--- src/rtl/mem_arb_pkg.sv ---
// ----------------------------------------------------------------------------
// mem_arb_pkg
// Shared types and constants for the memory port arbiter.
//   state_e     : arbiter FSM states (IDLE, ISSUE, RESP)
//   grant_e     : which requester owns the current transfer (NONE, FE, DM)
//   AW_DEF/DW_DEF : default address / data widths
//   be_all_ones : byte-enable mask with the lowest nbytes bits set
// ----------------------------------------------------------------------------
package mem_arb_pkg;

    localparam int AW_DEF = 32;
    localparam int DW_DEF = 32;
    // Widest byte-enable vector be_all_ones can build (DW up to 256).
    localparam int BE_MAX = 32;

    typedef enum logic [1:0] {
        IDLE  = 2'd0,
        ISSUE = 2'd1,
        RESP  = 2'd2
    } state_e;

    typedef enum logic [1:0] {
        NONE = 2'd0,
        FE   = 2'd1,
        DM   = 2'd2
    } grant_e;

    function automatic logic [BE_MAX-1:0] be_all_ones(input int nbytes);
        logic [BE_MAX-1:0] r;
        r = '0;
        for (int i = 0; i < BE_MAX; i++) begin
            if (i < nbytes) begin
                r[i] = 1'b1;
            end
        end
        return r;
    endfunction

endpackage

--- src/rtl/mem_port_arbiter_if.sv ---
// ----------------------------------------------------------------------------
// mem_port_arbiter_if
// Bundles the fetch requester, data requester and memory-side handshakes of
// the memory port arbiter.
//   modport master : the arbiter's view (takes requests, drives the memory)
//   modport slave  : the environment's view (requesters plus memory model)
// Signals:
//   fe_req/fe_addr -> fe_ack/fe_rdata               fetch requester
//   dm_req/dm_we/dm_addr/dm_wdata/dm_be -> dm_ack/dm_rdata  data requester
//   mem_req/mem_we/mem_addr/mem_wdata/mem_be <- mem_ack/mem_rdata  memory
//   err : one-cycle abort flag, coincident with the requester ack
// ----------------------------------------------------------------------------
interface mem_port_arbiter_if #(
    parameter int AW = 32,
    parameter int DW = 32
);
    logic            fe_req;
    logic [AW-1:0]   fe_addr;
    logic            fe_ack;
    logic [DW-1:0]   fe_rdata;

    logic            dm_req;
    logic            dm_we;
    logic [AW-1:0]   dm_addr;
    logic [DW-1:0]   dm_wdata;
    logic [DW/8-1:0] dm_be;
    logic            dm_ack;
    logic [DW-1:0]   dm_rdata;

    logic            mem_req;
    logic            mem_we;
    logic [AW-1:0]   mem_addr;
    logic [DW-1:0]   mem_wdata;
    logic [DW/8-1:0] mem_be;
    logic            mem_ack;
    logic [DW-1:0]   mem_rdata;

    logic            err;

    modport master (
        input  fe_req, fe_addr,
        output fe_ack, fe_rdata,
        input  dm_req, dm_we, dm_addr, dm_wdata, dm_be,
        output dm_ack, dm_rdata,
        output mem_req, mem_we, mem_addr, mem_wdata, mem_be,
        input  mem_ack, mem_rdata,
        output err
    );

    modport slave (
        output fe_req, fe_addr,
        input  fe_ack, fe_rdata,
        output dm_req, dm_we, dm_addr, dm_wdata, dm_be,
        input  dm_ack, dm_rdata,
        input  mem_req, mem_we, mem_addr, mem_wdata, mem_be,
        output mem_ack, mem_rdata,
        input  err
    );
endinterface

--- src/rtl/mem_arb_wdog.sv ---
// ----------------------------------------------------------------------------
// mem_arb_wdog
// Watchdog for the arbiter's ISSUE phase (used only with MEM_ARB_TIMEOUT_EN).
// Ports:
//   clk, rstn : clock, synchronous active-low reset
//   clear     : zero the count (asserted on entry to ISSUE)
//   count_en  : high while the arbiter sits in ISSUE
//   expire    : high during the TIMEOUT-th consecutive ISSUE cycle
// ----------------------------------------------------------------------------
module mem_arb_wdog #(
    parameter int TIMEOUT = 64
) (
    input  logic clk,
    input  logic rstn,
    input  logic clear,
    input  logic count_en,
    output logic expire
);
    // cnt_q holds the number of ISSUE cycles already completed, so the
    // current cycle is number cnt_q+1 and expiry happens at TIMEOUT-1.
    localparam logic [7:0] LAST = 8'(TIMEOUT - 1);

    logic [7:0] cnt_q, cnt_d;

    always_comb begin
        cnt_d = cnt_q;
        if (clear) begin
            cnt_d = '0;
        end else if (count_en && (cnt_q != LAST)) begin
            cnt_d = cnt_q + 8'd1;
        end
    end

    always_ff @(posedge clk) begin
        if (!rstn) begin
            cnt_q <= '0;
        end else begin
            cnt_q <= cnt_d;
        end
    end

    assign expire = count_en && (cnt_q == LAST);

endmodule

--- src/rtl/mem_port_arbiter.sv ---
// ----------------------------------------------------------------------------
// mem_port_arbiter
// Shares one memory port between the instruction-fetch requester and the
// load/store requester. One transfer at a time: IDLE picks a winner and
// latches its payload, ISSUE holds mem_req until mem_ack, RESP returns a
// one-cycle ack with registered read data.
// Data requests win over fetch, except that after STARVE_LIMIT consecutive
// data grants made while fetch was waiting, fetch is forced through.
// Ports:
//   clk  : system clock
//   rstn : synchronous active-low reset
//   bus  : mem_port_arbiter_if.master (requester and memory handshakes, err)
// Optional build macro MEM_ARB_TIMEOUT_EN: adds a watchdog that aborts a
// transfer after TIMEOUT ISSUE cycles without mem_ack, acking the requester
// with rdata=0 and err=1. Without it ISSUE waits forever and err is 0.
// ----------------------------------------------------------------------------
module mem_port_arbiter
    import mem_arb_pkg::*;
#(
    parameter int AW           = AW_DEF,
    parameter int DW           = DW_DEF,
    parameter int STARVE_LIMIT = 4,
    parameter int TIMEOUT      = 64
) (
    input  logic                clk,
    input  logic                rstn,
    mem_port_arbiter_if.master  bus
);
    localparam int BW = DW / 8;
    localparam logic [BE_MAX-1:0] BE_ONES_WIDE = be_all_ones(BW);
    localparam logic [BW-1:0]     BE_ONES      = BE_ONES_WIDE[BW-1:0];
    localparam logic [3:0]        LIMIT        = 4'(STARVE_LIMIT);

    state_e          state_q, state_d;
    grant_e          grant_q, grant_d;
    logic [3:0]      streak_q, streak_d;
    logic            mem_we_q, mem_we_d;
    logic [AW-1:0]   mem_addr_q, mem_addr_d;
    logic [DW-1:0]   mem_wdata_q, mem_wdata_d;
    logic [BW-1:0]   mem_be_q, mem_be_d;
    logic [DW-1:0]   fe_rdata_q, fe_rdata_d;
    logic [DW-1:0]   dm_rdata_q, dm_rdata_d;
    logic            abort_q, abort_d;
    logic            wdog_clear;
    logic            wdog_expire;
    logic            fe_forced;

`ifdef MEM_ARB_TIMEOUT_EN
    mem_arb_wdog #(
        .TIMEOUT (TIMEOUT)
    ) u_wdog (
        .clk      (clk),
        .rstn     (rstn),
        .clear    (wdog_clear),
        .count_en (state_q == ISSUE),
        .expire   (wdog_expire)
    );
`else
    assign wdog_expire = 1'b0;
`endif

    // Fetch overrides a pending data request once the streak is exhausted.
    assign fe_forced = bus.fe_req && (streak_q == LIMIT);

    always_comb begin
        state_d     = state_q;
        grant_d     = grant_q;
        streak_d    = streak_q;
        mem_we_d    = mem_we_q;
        mem_addr_d  = mem_addr_q;
        mem_wdata_d = mem_wdata_q;
        mem_be_d    = mem_be_q;
        fe_rdata_d  = fe_rdata_q;
        dm_rdata_d  = dm_rdata_q;
        abort_d     = abort_q;
        wdog_clear  = 1'b0;

        case (state_q)
            IDLE: begin
                if (!bus.fe_req) begin
                    streak_d = '0;
                end
                if (bus.dm_req && !fe_forced) begin
                    grant_d     = DM;
                    mem_we_d    = bus.dm_we;
                    mem_addr_d  = bus.dm_addr;
                    mem_wdata_d = bus.dm_wdata;
                    mem_be_d    = bus.dm_be;
                    // Only grants that make a waiting fetch wait longer count.
                    if (bus.fe_req && (streak_q != LIMIT)) begin
                        streak_d = streak_q + 4'd1;
                    end
                    wdog_clear = 1'b1;
                    state_d    = ISSUE;
                end else if (bus.fe_req) begin
                    grant_d     = FE;
                    mem_we_d    = 1'b0;
                    mem_addr_d  = bus.fe_addr;
                    mem_wdata_d = '0;
                    mem_be_d    = BE_ONES;
                    streak_d    = '0;
                    wdog_clear  = 1'b1;
                    state_d     = ISSUE;
                end
            end

            ISSUE: begin
                // A mem_ack coincident with watchdog expiry completes normally.
                if (bus.mem_ack) begin
                    if (grant_q == FE) begin
                        fe_rdata_d = bus.mem_rdata;
                    end else begin
                        // Stores return zero data to the requester.
                        dm_rdata_d = mem_we_q ? '0 : bus.mem_rdata;
                    end
                    abort_d = 1'b0;
                    state_d = RESP;
                end else if (wdog_expire) begin
                    if (grant_q == FE) begin
                        fe_rdata_d = '0;
                    end else begin
                        dm_rdata_d = '0;
                    end
                    abort_d = 1'b1;
                    state_d = RESP;
                end
            end

            RESP: begin
                abort_d = 1'b0;
                grant_d = NONE;
                state_d = IDLE;
            end

            default: begin
                state_d = IDLE;
            end
        endcase
    end

    always_ff @(posedge clk) begin
        if (!rstn) begin
            state_q     <= IDLE;
            grant_q     <= NONE;
            streak_q    <= '0;
            mem_we_q    <= 1'b0;
            mem_addr_q  <= '0;
            mem_wdata_q <= '0;
            mem_be_q    <= '0;
            fe_rdata_q  <= '0;
            dm_rdata_q  <= '0;
            abort_q     <= 1'b0;
        end else begin
            state_q     <= state_d;
            grant_q     <= grant_d;
            streak_q    <= streak_d;
            mem_we_q    <= mem_we_d;
            mem_addr_q  <= mem_addr_d;
            mem_wdata_q <= mem_wdata_d;
            mem_be_q    <= mem_be_d;
            fe_rdata_q  <= fe_rdata_d;
            dm_rdata_q  <= dm_rdata_d;
            abort_q     <= abort_d;
        end
    end

    // All handshake outputs decode directly from flops.
    assign bus.mem_req   = (state_q == ISSUE);
    assign bus.mem_we    = mem_we_q;
    assign bus.mem_addr  = mem_addr_q;
    assign bus.mem_wdata = mem_wdata_q;
    assign bus.mem_be    = mem_be_q;
    assign bus.fe_ack    = (state_q == RESP) && (grant_q == FE);
    assign bus.dm_ack    = (state_q == RESP) && (grant_q == DM);
    assign bus.fe_rdata  = fe_rdata_q;
    assign bus.dm_rdata  = dm_rdata_q;
`ifdef MEM_ARB_TIMEOUT_EN
    assign bus.err       = (state_q == RESP) && abort_q;
`else
    assign bus.err       = 1'b0;
`endif

endmodule
--- src/flat_wrapper.sv ---
// flat-port wrapper written by rule: the top's interface ports become plain ports
module mem_port_arbiter_flat import mem_arb_pkg::*;
#(
    parameter int AW           = AW_DEF,
    parameter int DW           = DW_DEF,
    parameter int STARVE_LIMIT = 4,
    parameter int TIMEOUT      = 64
)
  (clk, rstn, bus_fe_req, bus_fe_addr, bus_fe_ack, bus_fe_rdata, bus_dm_req, bus_dm_we, bus_dm_addr, bus_dm_wdata, bus_dm_be, bus_dm_ack, bus_dm_rdata, bus_mem_req, bus_mem_we, bus_mem_addr, bus_mem_wdata, bus_mem_be, bus_mem_ack, bus_mem_rdata, bus_err);
  mem_port_arbiter_if #(.AW(AW), .DW(DW)) bus_i ();
  input  logic clk;
  input  logic rstn;
  input wire logic [$bits(bus_i.fe_req)-1:0] bus_fe_req;
  input wire logic [$bits(bus_i.fe_addr)-1:0] bus_fe_addr;
  output wire logic [$bits(bus_i.fe_ack)-1:0] bus_fe_ack;
  output wire logic [$bits(bus_i.fe_rdata)-1:0] bus_fe_rdata;
  input wire logic [$bits(bus_i.dm_req)-1:0] bus_dm_req;
  input wire logic [$bits(bus_i.dm_we)-1:0] bus_dm_we;
  input wire logic [$bits(bus_i.dm_addr)-1:0] bus_dm_addr;
  input wire logic [$bits(bus_i.dm_wdata)-1:0] bus_dm_wdata;
  input wire logic [$bits(bus_i.dm_be)-1:0] bus_dm_be;
  output wire logic [$bits(bus_i.dm_ack)-1:0] bus_dm_ack;
  output wire logic [$bits(bus_i.dm_rdata)-1:0] bus_dm_rdata;
  output wire logic [$bits(bus_i.mem_req)-1:0] bus_mem_req;
  output wire logic [$bits(bus_i.mem_we)-1:0] bus_mem_we;
  output wire logic [$bits(bus_i.mem_addr)-1:0] bus_mem_addr;
  output wire logic [$bits(bus_i.mem_wdata)-1:0] bus_mem_wdata;
  output wire logic [$bits(bus_i.mem_be)-1:0] bus_mem_be;
  input wire logic [$bits(bus_i.mem_ack)-1:0] bus_mem_ack;
  input wire logic [$bits(bus_i.mem_rdata)-1:0] bus_mem_rdata;
  output wire logic [$bits(bus_i.err)-1:0] bus_err;
  assign bus_i.fe_req = bus_fe_req;
  assign bus_i.fe_addr = bus_fe_addr;
  assign bus_fe_ack = bus_i.fe_ack;
  assign bus_fe_rdata = bus_i.fe_rdata;
  assign bus_i.dm_req = bus_dm_req;
  assign bus_i.dm_we = bus_dm_we;
  assign bus_i.dm_addr = bus_dm_addr;
  assign bus_i.dm_wdata = bus_dm_wdata;
  assign bus_i.dm_be = bus_dm_be;
  assign bus_dm_ack = bus_i.dm_ack;
  assign bus_dm_rdata = bus_i.dm_rdata;
  assign bus_mem_req = bus_i.mem_req;
  assign bus_mem_we = bus_i.mem_we;
  assign bus_mem_addr = bus_i.mem_addr;
  assign bus_mem_wdata = bus_i.mem_wdata;
  assign bus_mem_be = bus_i.mem_be;
  assign bus_i.mem_ack = bus_mem_ack;
  assign bus_i.mem_rdata = bus_mem_rdata;
  assign bus_err = bus_i.err;
  mem_port_arbiter #(.AW(AW), .DW(DW), .STARVE_LIMIT(STARVE_LIMIT), .TIMEOUT(TIMEOUT)) u_core (.clk(clk), .rstn(rstn), .bus(bus_i));
endmodule
--- config.mk ---
export PLATFORM = sky130hd
export DESIGN_NAME = mem_port_arbiter_flat
export DESIGN_NICKNAME = d
export VERILOG_FILES = /design/src/rtl/mem_arb_pkg.sv /design/src/rtl/mem_port_arbiter_if.sv /design/src/rtl/mem_arb_wdog.sv /design/src/rtl/mem_port_arbiter.sv /design/src/flat_wrapper.sv
export SDC_FILE = /design/constraint.sdc
export NUM_CORES = 1
export LEC_CHECK = 0
export CAP_MARGIN = 20
export CORE_MARGIN = 5
export CORE_UTILIZATION = 35
export DETAILED_ROUTE_END_ITERATION = 8
export GPL_TIMING_DRIVEN = 0
export PLACE_DENSITY = 0.75
export SLEW_MARGIN = 20
export SYNTH_ARGS = -nofsm -noshare
export SYNTH_HDL_FRONTEND = slang
export SYNTH_SLANG_ARGS = --single-unit
--- constraint.sdc ---
create_clock -name clk -period 2.2 [get_ports clk]
set_input_delay 0.66 -clock clk [delete_from_list [all_inputs] [get_ports clk]]
set_output_delay 0.66 -clock clk [all_outputs]
set_load 0.005 [all_outputs]
==> results of run 1 <==
## final timing paths
kind | depth (start not counted) | slack (ps) | to
max | 3 | 60 | bus_dm_ack
max reg2reg | 8 | 320 | u_core.bus.mem_wdata[23]
min | 2 | 470 | u_core.bus.mem_wdata[7]
min reg2reg | 2 | 470 | u_core.bus.mem_wdata[7]
## per-stage QoR
step / total power (W) / TNS, ps / hold slack, ps / cell area (um^2)
2_1_floorplan: 0.00335 / 0 / 466 / 6480
3_3_place_gp: 0.00404 / -15040 / 456 / 9490
3_5_place_dp: 0.00405 / -16770 / 464 / 9490
4_1_cts: 0.00727 / 0 / 473 / 10200
5_1_grt: 0.00748 / 0 / 492 / 10200
6_report: 0.00722 / 0 / 470 / 10200
## cell usage in the layout, fill, tap and decap left out, types with 17 or more instances in the layout
cell / count
a21oi_1: 132
and3_1: 32
buf_2: 18
clkbuf_1: 51
clkbuf_16: 17
clkdlybuf4s50_1: 269
dfxtp_1: 138
nand3_1: 67
nand4b_1: 35
nand4bb_1: 32
o21a_1: 35
o21ai_0: 86
o31a_1: 32
## what timing repair did
item,CTS,global route
buffers inserted,1,0
gates resized for setup,19,3
setup endpoints to repair,3,2
## sequential cells by signal, indices dropped and copies added (netlist names), 2 cells and up
signal                cells
u_core.bus.dm_rdata      32
u_core.bus.fe_rdata      32
u_core.bus.mem_addr      32
u_core.bus.mem_wdata     32
u_core.bus.mem_be         4
u_core.streak_q           4
u_core.grant_q            2
u_core.state_q            2
## worst reg2reg max path, stage by stage, from the launching register on
cell and delay, ps:
dfxtp_1 390, inv_1 80, ha_1 210, nand4b_1 180
buf_2 250, buf_6 170, buf_2 230, nand3_1 120
a21oi_1 160
## routing by layer
metal  vias up  wire [um]
met3        29       2050
met1      3248       9880
li1       3329          -
met4         0        380
met5         -          0
met2       283      11400
## power by group
| part | internal, W | total, W | switching [W] | leakage, nW |
|---|---|---|---|---|
| combinational | 0.000694 | 0.00124 | 0.000547 | 2.07 |
| clock | 0.00205 | 0.00323 | 0.00117 | 0.318 |
| sequential | 0.00269 | 0.00276 | 0.0000734 | 1.15 |
## area by class of cell
cell class / instances / share of cell area
Tap cell: 229 / 0.0282
Sequential cell: 141 / 0.278
Multi-Input combinational cell: 500 / 0.311
Clock inverter: 13 / 0.0208
Timing Repair Buffer: 273 / 0.268
Inverter: 3 / 0.00111
Clock buffer: 19 / 0.0435
Buffer: 94 / 0.0497
## logic make-up (layout without fill, tap and decap cells)
family	Yosys count	in the layout
AO/OA/AOI/OAI	304	304
AND/OR/NAND/NOR	193	193
flip-flops	141	141
buffers and inverters	98	402
adder cells (fa/ha/maj)	2	2
other	1	1
==> impl_results.md, run 1 <==
* Status: finished, final reports clean
* Area grow syn2layout at 57.1%
* Synth Net Count at around 900
* Synth top area cells: dfxtp_1, a21oi_1, o21ai_0
* Vias/cell at ~5.4
* Mapped cell area at 6480 um^2
* YS warnings at 0
* Core Rows at between 40 and 50
* FMAX at 468 MHz
* Largest net degree at the start of global routing at 19
* Number of library cell types mapped by synthesis at 37
* Gate Count Post-Synth at between 700 and 800
* Max stage delay on crit path at roughly 370 ps
* Worst r2r src: u_core.streak_q[0]
* Fin nets at between 1000 and 1500
* CP max stage cell: dfxtp_4
* Flops & latches, synth at around 140
* CTS root buf: clkbuf_16
* Die height at approximately 150 um
* Mux cell area share after synthesis at 0
* H-tree depth at 4
* Syn Area/Cell at ~8.8 um^2
* Final Core Density at 0.563
* Starting DRT DRC Count at roughly 370
* Number of global-route vias before repair at about 6700
* CTS tree: built
* Max Transition Viols Final at 0
* CTS Buf Count at 17
* Cell with the most instances after synthesis: dfxtp_1
* XOR/XNOR share of the synthesized area at 0
* M3 GR Usage at 0.0663
* GRT Residual Overflow at 0
* Routed length per instance at 18.7 um
* Final HPWL DP at between 15000 and 20000 um
* Post-Route WL at 23800 um
* Critical path cell sequence: clkbuf_8 -> nor4bb_1 -> clkdlybuf4s15_2
* FILL cells at roughly 1600
* Simple-gate share of the synthesized area at 0.212
* Post-synth EDFFs at 0
* Multi-input gate area at about 3200 um^2
* Crit end category: output port
* Lkg Pwr at about 3.5 nW
* Global placer's final weighted congestion at 0.867
* Total core area at 18100 um^2
* DIE AREA at roughly 21000 um^2
* Ant diodes at 0
* Reg clk slew, reported paths at 60 ps
* Total area of sequential cells at around 2800 um^2
* Min Tclk post-route at between 2000 and 2500 ps
* Sequential fraction of the synthesis area at 0.436
* Max Cap Viol at 0
* Hold buffer count at cts at 0
* Area leader, netlist: dfxtp_1
* Initial Util at 0.358
* CP bufs+invs at 2
* Req. time, crit path at roughly 1500 ps
* First-pass iteration count of the detailed router at 4
* Crit path from: u_core.state_q[0]
* Main synth FF type: dfxtp_1
* Fin worst setup slack at 64.4 ps
* M2 GR Usage at 0.355
* Via count at 6889
* Worst Setup Start Kind: flip-flop
* Proportion of layout cells with a drive suffix above 1 at 0.0815
* Non-filler cells, final at roughly 1300
* Post-synth ARST share at 0
* Worst slew margin at 0.604
* VDD IR max at about 0.55 mV
* Largest family of logic cells by synthesized area: compound AO/OA/AOI/OAI gates
* Post-synthesis adder-cell area fraction at 0.00386
* Detail Route Antenna Nets at 0
* Worst skew pair latency at 420 ps
* HP Class: reg -> reg
* PortBufs at about 270
* Pre-CTS setup slack at -229 ps
* Residual DRC at 0
* Global-route wire length before repair at between 30000 and 40000 um
* GRT Max-Usage Layer: met2
* Final hold vios at 0
* WP data arrival at between 1000 and 1500 ps
* Crit path max-delay family: buffers and inverters
* Initial antenna violation count at 0
* Setup violations, final at 0
* Share of the synthesized area in the top cell type at 0.436
* Synth Area in Compound Gates at 0.272
* Worst-path maximum fanout at 10
* Die Wd at 146 um
* Clock Skew at around 12 ps
* Most frequent cells after synthesis: dfxtp_1, a21oi_1, o21ai_0
* Min-delay src: u_core.bus.mem_wdata[7]
* Routing usage on met1 at 0.264
* Crit path kind: reg -> out
* Placed cell count at approximately 1200
* GRT Resource Usage Total at 0.213
* Power Dens Cells at between 700 and 800 nW/um^2
* RSZ-0062 raised after global routing: false
* Num Clock Sinks at about 140
* Slew @ Worst Pin at a little under 600 ps
* Clk buf depth at 2
* Post-route clock period utilization at 0.971
* IO Count at between 200 and 300
Power figures use the tool's default switching activity.
==> inputs of run 2 (changes only) <==
--- a/config.mk
+++ b/config.mk
@@ -5,12 +5,13 @@
 export SDC_FILE = /design/constraint.sdc
 export NUM_CORES = 1
 export LEC_CHECK = 0
+export ABC_AREA = 1
 export CAP_MARGIN = 20
 export CORE_MARGIN = 5
 export CORE_UTILIZATION = 35
 export DETAILED_ROUTE_END_ITERATION = 8
 export GPL_TIMING_DRIVEN = 0
-export PLACE_DENSITY = 0.75
+export PLACE_DENSITY = 0.77
 export SLEW_MARGIN = 20
 export SYNTH_ARGS = -nofsm -noshare
 export SYNTH_HDL_FRONTEND = slang
==> impl_results.md, run 2 <==
* Status: finished, final reports clean
* Global-route wire length before repair at 31100 um (-16%)
* Mapped cell area at 5750 um^2 (-11%)
* Number of library cell types mapped by synthesis at 26 (-30%)
* Crit end category: output port
* VDD IR max at 0.513 mV (-7.0%)
* Pre-CTS setup slack at -333 ps (-104 ps)
* Crit path kind: reg -> out
* Sequential fraction of the synthesis area at 0.491 (+0.0554)
* Max Transition Viols Final at 0 (unchanged)
* Hold Path Cell Cnt at 2 (unchanged)
* Crit path from: u_core.state_q[0]
* Routed length per instance at 15.2 um (-18%)
* HP Class: reg -> reg
* Vias/cell at 4.62 (-15%)
* Detail Route Antenna Nets at 0 (unchanged)
* Final Power at 0.00678 W (-6.2%)
* Synth top area cells: dfxtp_1, nand2_1, nor2_1
* H-tree depth at 4 (unchanged)
* Most frequent cells after synthesis: nand2_1, nor2_1, dfxtp_1
* Postcts setup bufs at 0 (-1)
* Worst slew margin at 0.592 (-0.0116)
* GRT Residual Overflow at 0 (unchanged)
* Worst-path maximum fanout at 4 (-6)
* R2r worst-path depth at 8 (unchanged)
* RSZ-0062 raised after global routing: false
* Number of global-route vias before repair at 5861 (-12%)
* Max Cap Viol at 0 (unchanged)
* Proportion of layout cells with a drive suffix above 1 at 0.0923 (+0.0108)
* Post-Route WL at 19800 um (-17%)
* Lkg Pwr at 3.85 nW (+8.7%)
* Min Tclk post-route at 2130 ps (-9.29 ps)
* Final HPWL DP at 15000 um (-14%)
* Post-route clock period utilization at 0.967 (-0.00422)
* Initial antenna violation count at 1 (+1)
* Min-delay src: u_core.bus.dm_rdata[7]
* Fin worst setup slack at 73.7 ps (+9.29 ps)
* WP data arrival at 1470 ps (about the same)
* Total core area at 16000 um^2 (-12%)
* Setup violations, final at 0 (unchanged)
* Worst skew pair latency at 430 ps (about the same)
* Req. time, crit path at 1540 ps (about the same)
* Max stage delay on crit path at 340 ps (-30 ps)
* Slew @ Worst Pin at 612 ps (+17.3 ps)
* CTS root buf: clkbuf_16
* CTS Buf Count at 17 (unchanged)
* Main synth FF type: dfxtp_1
* Hold buffer count at cts at 0 (unchanged)
* Syn Area/Cell at 7.38 um^2 (-16%)
* Critical path cell sequence: inv_2 -> nand2_1 -> nor3_1 -> dlygate4sd2_1
* Reg clk slew, reported paths at 70 ps (about the same)
* Hold_ws at 460 ps (-10.2 ps)
* Area leader, netlist: dfxtp_1
* Most common cell after layout, fill and taps aside: clkdlybuf4s50_1
* CP max stage cell: dfxtp_1
* YS warnings at 0 (unchanged)
* Residual DRC at 0 (unchanged)
* Post-synth ARST share at 0 (unchanged)
* Largest net degree at the start of global routing at 17 (-2)
* PortBufs at 273 (+0.37%)
* Commonest non-fill, non-tap cells in the layout: clkdlybuf4s50_1, nand2_1, nor2_1
* Worst Setup Start Kind: flip-flop
* Die height at 138 um (-5.4%)
* Num Clock Sinks at 141 (unchanged)
* Clk buf depth at 2 (unchanged)
* Setup TNS Final at 0 ps (unchanged)
* Power Dens Cells at 727 nW/um^2 (+2.4%)
* IO Count at 275 (unchanged)
* FMAX at 470 MHz (+0.44%)
* Clock Skew at 15.5 ps (+3.47 ps)
* Ant diodes at 0 (unchanged)
* Fin nets at 1210 (+3.4%)
* Worst r2r src: u_core.streak_q[0]
* GRT Resource Usage Total at 0.202 (-0.0109)
* Starting DRT DRC Count at 281 (-24%)
* Flops & latches, synth at 141 (unchanged)
* First-pass iteration count of the detailed router at 4 (unchanged)
* Via count at 5998 (-13%)
* Gate Count Post-Synth at 779 (+5.4%)
* Area grow syn2layout at 62.3%
* Share of the synthesized area in the top cell type at 0.491 (+0.0554)
* Cell with the most instances after synthesis: nand2_1
* DIE AREA at 19100 um^2 (-11%)
* Synth Net Count at 919 (+4.6%)
* Die Wd at 138 um (-5.4%)
* Initial Util at 0.359 (+0.00102)
* Global placer's final weighted congestion at 0.829 (-4.4%)
* Post-synth EDFFs at 0 (unchanged)
* Core Rows at 46 (-6.1%)
* CTS tree: built
* Final hold vios at 0 (unchanged)
## run 2: layer usage
metal	global-route usage	wire length, um
met3	0.0590	1190
met2	0.334	9520
met1	0.245	8410
met5	0	11
met4	0.0879	661
## run 2: final cells by class
type / instances / area (um^2)
buffer: 49 / 337
clock buffer: 19 / 443
clock inverter: 13 / 140
fill: 1512 / 6670
inverter: 48 / 183
multi-input combinational: 540 / 2400
sequential: 141 / 2820
tap: 216 / 270
timing repair buffer: 273 / 2730
## run 2: stage by stage
step            util  area [um^2]  instances
6_report       0.583         9330       1299
2_1_floorplan      -         5750        779
3_5_place_dp   0.547         8750       1268
4_1_cts        0.583         9330       1300
3_3_place_gp   0.547         8750       1268
5_1_grt        0.583         9330       1299
## run 2: repair_timing
| action | CTS | global route |
|---|---|---|
| resized for setup | 4 | 0 |
| endpoints found under the setup margin | 3 | 9 |
| gates cloned | 0 | 0 |
## run 2: final timing paths
kind	slack [ps]	endpoint
max	70	bus_dm_ack
min	460	u_core.bus.dm_rdata[7]
max reg2reg	440	u_core.bus.mem_addr[5]
min reg2reg	460	u_core.bus.dm_rdata[7]
## run 2: cell families after synthesis
group                    count (synthesis)  synth area share
other                                    1          0.000653
AO/OA/AOI/OAI                          109            0.0949
adder cells (fa/ha/maj)                  2           0.00435
flip-flops                             141             0.491
buffers and inverters                   98            0.0910
XOR/XNOR                                 1           0.00152
AND/OR/NAND/NOR                        427             0.316
## run 2: critical path, delay by kind of cell (launching register included)
family,cells,cell delay [ps]
buffers and inverters,2,430
DFF,1,340
and+or+nand+nor,2,290
## run 2: where the power goes
group | switching [W] | internal [W]
Clock | 0.00113 | 0.00170
Combinational | 0.000525 | 0.000649
Sequential | 0.0000755 | 0.00270
Total | 0.00173 | 0.00505
